## src/rtl/register_file_if.sv

```systemverilog
// Operand-port bundle between decode/writeback (master) and the register file (slave).
// Carries read/write indices, write data, clear request and the registered results.
interface register_file_if #(
    parameter int WIDTH  = 8,
    parameter int ADDR_W = 3
);
    logic [ADDR_W-1:0] ri_a;
    logic [ADDR_W-1:0] ri_b;
    logic [ADDR_W-1:0] ri_d;
    logic              we;
    logic [WIDTH-1:0]  d;
    logic              clr;
    logic [WIDTH-1:0]  a;
    logic [WIDTH-1:0]  b;
    logic              busy;

    modport master (
        output ri_a, ri_b, ri_d, we, d, clr,
        input  a, b, busy
    );

    modport slave (
        input  ri_a, ri_b, ri_d, we, d, clr,
        output a, b, busy
    );
endinterface

```

## src/rtl/register_file.sv

```systemverilog
// DEPTH x WIDTH register file: two registered read ports, one write port with
// same-cycle forwarding, optional hardwired-zero r0 and a background clear sweep.
//
// state | meaning
// IDLE  | normal operation, writes accepted, clr starts a sweep
// SWEEP | clearing bank[cnt] each cycle, writes and clr ignored, busy high
module register_file #(
    parameter int WIDTH   = 8,
    parameter int ADDR_W  = 3,
    parameter int ZERO_R0 = 0
) (
    input  logic           clk,
    input  logic           rst,
    register_file_if.slave bus
);
    localparam int                DEPTH = 2 ** ADDR_W;
    localparam logic [ADDR_W-1:0] LAST  = ADDR_W'(DEPTH - 1);
    localparam bit                ZERO  = (ZERO_R0 != 0);

    typedef enum logic {
        IDLE  = 1'b0,
        SWEEP = 1'b1
    } state_t;

    state_t            state_q;
    logic              busy_q;
    logic [ADDR_W-1:0] cnt_q;
    logic [WIDTH-1:0]  bank_q [DEPTH];
    logic [WIDTH-1:0]  a_q, b_q;
    logic [WIDTH-1:0]  a_d, b_d;
    logic              wr_ok;
    logic              sweeping;

    // Value a read port captures at this edge: post-write, post-clear view of the array.
    function automatic logic [WIDTH-1:0] read_port(
        input logic [ADDR_W-1:0] idx,
        input logic [WIDTH-1:0]  stored,
        input logic              fwd_en,
        input logic [ADDR_W-1:0] fwd_idx,
        input logic [WIDTH-1:0]  fwd_data,
        input logic              clr_en,
        input logic [ADDR_W-1:0] clr_idx
    );
        logic [WIDTH-1:0] val;
        val = stored;
        if (clr_en && idx == clr_idx) val = '0;
        if (fwd_en && idx == fwd_idx) val = fwd_data;
        if (ZERO && idx == '0)        val = '0;
        return val;
    endfunction

    always_comb begin
        sweeping = (state_q == SWEEP);
        wr_ok    = bus.we && !sweeping && !(ZERO && bus.ri_d == '0);
        a_d      = read_port(bus.ri_a, bank_q[bus.ri_a], wr_ok, bus.ri_d, bus.d, sweeping, cnt_q);
        b_d      = read_port(bus.ri_b, bank_q[bus.ri_b], wr_ok, bus.ri_d, bus.d, sweeping, cnt_q);
    end

    always_ff @(posedge clk) begin
        if (rst) begin
            state_q <= IDLE;
            busy_q  <= 1'b0;
            cnt_q   <= '0;
            a_q     <= '0;
            b_q     <= '0;
            for (int i = 0; i < DEPTH; i++) bank_q[i] <= '0;
        end else begin
            a_q <= a_d;
            b_q <= b_d;
            if (wr_ok) bank_q[bus.ri_d] <= bus.d;
            case (state_q)
                IDLE: begin
                    if (bus.clr) begin
                        state_q <= SWEEP;
                        busy_q  <= 1'b1;
                        cnt_q   <= '0;
                    end
                end
                SWEEP: begin
                    bank_q[cnt_q] <= '0;
                    cnt_q         <= cnt_q + ADDR_W'(1);
                    if (cnt_q == LAST) begin
                        state_q <= IDLE;
                        busy_q  <= 1'b0;
                    end
                end
                default: begin
                    state_q <= IDLE;
                    busy_q  <= 1'b0;
                end
            endcase
        end
    end

    assign bus.a    = a_q;
    assign bus.b    = b_q;
    assign bus.busy = busy_q;
endmodule

```

## src/flat_wrapper.sv

```systemverilog
// flat-port wrapper written by rule: the top's interface ports become plain ports
module register_file_flat 
#(
    parameter int WIDTH   = 8,
    parameter int ADDR_W  = 3,
    parameter int ZERO_R0 = 0
)
  (clk, rst, bus_ri_a, bus_ri_b, bus_ri_d, bus_we, bus_d, bus_clr, bus_a, bus_b, bus_busy);
  register_file_if #(.WIDTH(WIDTH), .ADDR_W(ADDR_W)) bus_i ();
  input  logic clk;
  input  logic rst;
  input wire logic [$bits(bus_i.ri_a)-1:0] bus_ri_a;
  input wire logic [$bits(bus_i.ri_b)-1:0] bus_ri_b;
  input wire logic [$bits(bus_i.ri_d)-1:0] bus_ri_d;
  input wire logic [$bits(bus_i.we)-1:0] bus_we;
  input wire logic [$bits(bus_i.d)-1:0] bus_d;
  input wire logic [$bits(bus_i.clr)-1:0] bus_clr;
  output wire logic [$bits(bus_i.a)-1:0] bus_a;
  output wire logic [$bits(bus_i.b)-1:0] bus_b;
  output wire logic [$bits(bus_i.busy)-1:0] bus_busy;
  assign bus_i.ri_a = bus_ri_a;
  assign bus_i.ri_b = bus_ri_b;
  assign bus_i.ri_d = bus_ri_d;
  assign bus_i.we = bus_we;
  assign bus_i.d = bus_d;
  assign bus_i.clr = bus_clr;
  assign bus_a = bus_i.a;
  assign bus_b = bus_i.b;
  assign bus_busy = bus_i.busy;
  register_file #(.WIDTH(WIDTH), .ADDR_W(ADDR_W), .ZERO_R0(ZERO_R0)) u_core (.clk(clk), .rst(rst), .bus(bus_i));
endmodule
```

## config.mk

```make
export PLATFORM = sky130hd
export DESIGN_NAME = register_file_flat
export DESIGN_NICKNAME = d
export VERILOG_FILES = /design/src/rtl/register_file_if.sv /design/src/rtl/register_file.sv /design/src/flat_wrapper.sv
export SDC_FILE = /design/constraint.sdc
export NUM_CORES = 1
export LEC_CHECK = 0
export CAP_MARGIN = 40
export CELL_PAD_IN_SITES_DETAIL_PLACEMENT = 0
export CELL_PAD_IN_SITES_GLOBAL_PLACEMENT = 2
export CORE_ASPECT_RATIO = 1.2
export CORE_MARGIN = 1.5
export CORE_UTILIZATION = 39
export CTS_CLUSTER_SIZE = 30
export DETAILED_ROUTE_END_ITERATION = 10
export PLACE_DENSITY_LB_ADDON = 0.12
export SYNTH_ARGS = -nofsm -noshare
export SYNTH_HDL_FRONTEND = slang
export SYNTH_SLANG_ARGS = --single-unit
```

## constraint.sdc

```tcl
create_clock -name clk -period 2.8 [get_ports clk]
set_input_delay 0.7 -clock clk [delete_from_list [all_inputs] [get_ports clk]]
set_output_delay 0.7 -clock clk [all_outputs]
set_load 0.02 [all_outputs]
```

==> qor.txt <==
Core area = 11040 µm²
Synth Area in Compound Gates = 0.05887
Crit. End Element = flip-flop
Status = finished clean
Total negative setup slack = 0 ns
DRT iter0 DRCs = 128
Final Max Slew Viols = 0
Mean area per synthesized cell = 11.42 µm²
Tot GR Track Use = 0.2097
Worst Hold Class = flip-flop to flip-flop
FMAX = 0.4206 GHz
Post-synthesis xor/xnor area fraction = 0.01189
CTS buffer count = 9
Simple-gate portion of the synthesized area = 0.1678
Endpoints failing setup = 0
Clk sinks = 85
Hold-fix buffers, CTS = 0
Post-DP HPWL = 8805 µm
Syn Inst Count = 387
Flop and latch count out of synthesis = 85
Gpl congestion = 0.8552
Multiplexer area fraction after synthesis = 0.1970
1st-pass router iterations = 4
Netlist cell types = 40
Post-CTS setup repair buffer count = 0
Site Rows = 42
Initial antenna violation count = 0
Hold EP = u_core.bus.busy
Area added between synthesis and finish = 22.02%
Post-Route WL = 12000 µm
WP data arrival = 2.57 ns
Vias = 3168
Root Buffer = clkbuf_16
RSZ-0062 raised after global routing = false
Hold Crit Start = u_core.bus.busy
Power Density = 592.9 nW/µm²
WL per Instance = 20.76 µm
Post-Syn Area = 4420 µm²
Grt total ovfl = 0
Largest family of logic cells by synthesized area = multiplexers
Slew @ Worst Pin = 0.6392 ns
Number of global-route vias before repair = 3116
Syn_nets = 410
Reg2reg setup slack = 0.80 ns
Power Total = 0.003198 W
Multi-input logic area = 1951 µm²
Relative slew slack = 0.5723
Share of cells above drive strength 1 = 0.1345
Worst Skew = 0.01165 ns
Depth of the worst hold-timing path = 2
Post-cts resize count = 0
PortBufs = 37
DRC Markers = 0
Clock insertion delay at the later pin of the skew report = 0.34 ns
DRT antenna net count = 0
P_leak = 2.146 nW
FF/Latch Area = 2342 µm²
Max IR drop VDD = 0.0003323 V
Die height = 119.6 µm
Worst-case reg-to-reg path depth = 6
Nets = 464
N_diodes = 0
Sequential area share after synthesis = 0.5299
# Max-Cap Violations = 0
Die area = 11980 µm²
Pin count of the biggest net entering global routing = 36
H-tree depth = 3
Worst R2R End = u_core.bus.b[0]
CP max FO = 35
Clock edge transition at the registers on the reported setup and hold paths = 0.06 ns
RR Startpoint = u_core.state_q
Fill count = 1028
Synth Warn # = 0
Min cycle time layout = 2.378 ns
Initial Util = 0.4006
Critical path required time = 2.99 ns
Die X = 100.2 µm
Synth Area in Adders = 0.005661
Startpoint types = input pin
I/O pins = 38
Setup Crit Path Kind = input pin to flip-flop
Final hold vios = 0
Vias per cell = 5.481
First-pass GRT wire length = 17980 µm
Clock buffer depth = 2
Final Cycle Share = 0.8492
CTS tree = yes
-- flip-flops by register name, indices dropped and copies added, names as in the netlist --
signal and count:
u_core.state_q 1, u_core.bus.a 8, u_core.bus.busy 1, u_core.bus.b 8, u_core.cnt_q 3, u_core.bank_q 64
-- cell usage after synthesis (all sizes together) --
| master | count | area (µm²) |
|---|---|---|
| mux4 | 8 | 180.2 |
| edfxtp | 64 | 1922 |
| nand4b | 8 | 70.07 |
| a311o | 1 | 10.01 |
| ha | 2 | 25.02 |
| nand3b | 3 | 22.52 |
| a2111oi | 2 | 42.54 |
| clkbuf | 9 | 33.78 |
| mux2i | 51 | 510.5 |
| nor3b | 4 | 30.03 |
| nand3 | 9 | 45.04 |
| nor2 | 82 | 307.8 |
| buf | 14 | 80.07 |
| or3 | 7 | 43.79 |
| xnor2 | 1 | 8.760 |
| o21ai | 5 | 36.28 |
| a22oi | 8 | 60.06 |
| o31ai | 1 | 7.510 |
| nor2b | 2 | 12.51 |
| mux2 | 16 | 180.2 |
| dfxtp | 21 | 420.4 |
| a31oi | 1 | 6.260 |
| nand2 | 29 | 108.9 |
| nand2b | 14 | 95.09 |
| and3 | 1 | 6.260 |
| a21oi | 6 | 30.03 |
| xor2 | 5 | 43.79 |
| a221oi | 1 | 8.760 |
| inv | 3 | 13.77 |
| a2bb2oi | 1 | 8.760 |
| o22ai | 8 | 50.05 |
-- routing by layer --
| metal | GRT usage | share of wire | vias to the layer above |
|---|---|---|---|
| met5 | 0 | 0 | - |
| met4 | 0.06250 | 0.0072 | 0 |
| met3 | 0.02970 | 0.031 | 4 |
| met2 | 0.3903 | 0.55 | 73 |
| met1 | 0.2469 | 0.41 | 1572 |
| li1 | - | - | 1519 |
-- logic make-up after synthesis --
group | count (synthesis)
AO/OA/AOI/OAI | 34
XOR/XNOR | 6
adder cells (fa/ha/maj) | 2
buffers and inverters | 26
flip-flops | 85
multiplexers | 75
AND/OR/NAND/NOR | 159
-- critical path: stages --
cell and delay [ns]:
clkdlybuf4s50_1 0.46, buf_4 0.32, nor2_1 0.10, mux2i_1 0.15, a31oi_1 0.10, a311o_1 0.53, mux2i_1 0.19
-- cell usage in the layout (no fill, tap or decap), types with 5 or more instances in the layout --
cell             count
o22ai_1              8
nand2_1             29
mux4_2               8
clkdlybuf4s50_1     36
edfxtp_1            64
mux2_1              13
a22oi_1              8
buf_4               27
dfxtp_1             21
xor2_1               5
a21oi_1              6
mux2i_1             51
nand4b_1             8
nand3_1              9
nand2b_1            13
nor2_1              82
clkbuf_16            9
or3_1                7
-- worst max-delay path by stage --
stage	startpoint	endpoint	slack, ns	depth (start not counted)
detailed placement	rst	u_core.bus.b[1]	0.09	7
global placement	rst	u_core.bus.b[7]	0.11	7
CTS	rst	u_core.bus.b[7]	0.44	7
finish	rst	u_core.bus.b[0]	0.42	7
global route	rst	u_core.bus.b[0]	0.25	7
floorplan	rst	u_core.bank_q[1][0]	0.50	8
-- through the flow --
stage               utilization  setup slack [ns]  instances  cell area (µm²)  hold WS (ns)
finish                   0.4888            0.4222        578             5394        0.5002
floorplan                     -            0.4960        387             4420        0.5523
CTS                      0.4888            0.4389        578             5394        0.5074
global route             0.4888            0.2541        578             5394        0.5507
global placement         0.4603            0.1135        562             5080        0.5031
detailed placement       0.4603           0.08513        562             5080        0.4850
-- cell type report --
type	instances	share of cell area
clock buffer	10	0.04245
clock inverter	6	0.01577
tap	132	0.03062
timing repair buffer	66	0.1127
inverter	3	0.002552
multi-input combinational	276	0.3616
sequential	85	0.4342
-- power by group --
group	switching [W]	total (W)	internal, W
clock network	0.000487	0.00127	0.000780
registers	0.0000384	0.00147	0.00143
logic	0.000256	0.000463	0.000207
Power figures use the tool's default switching activity.
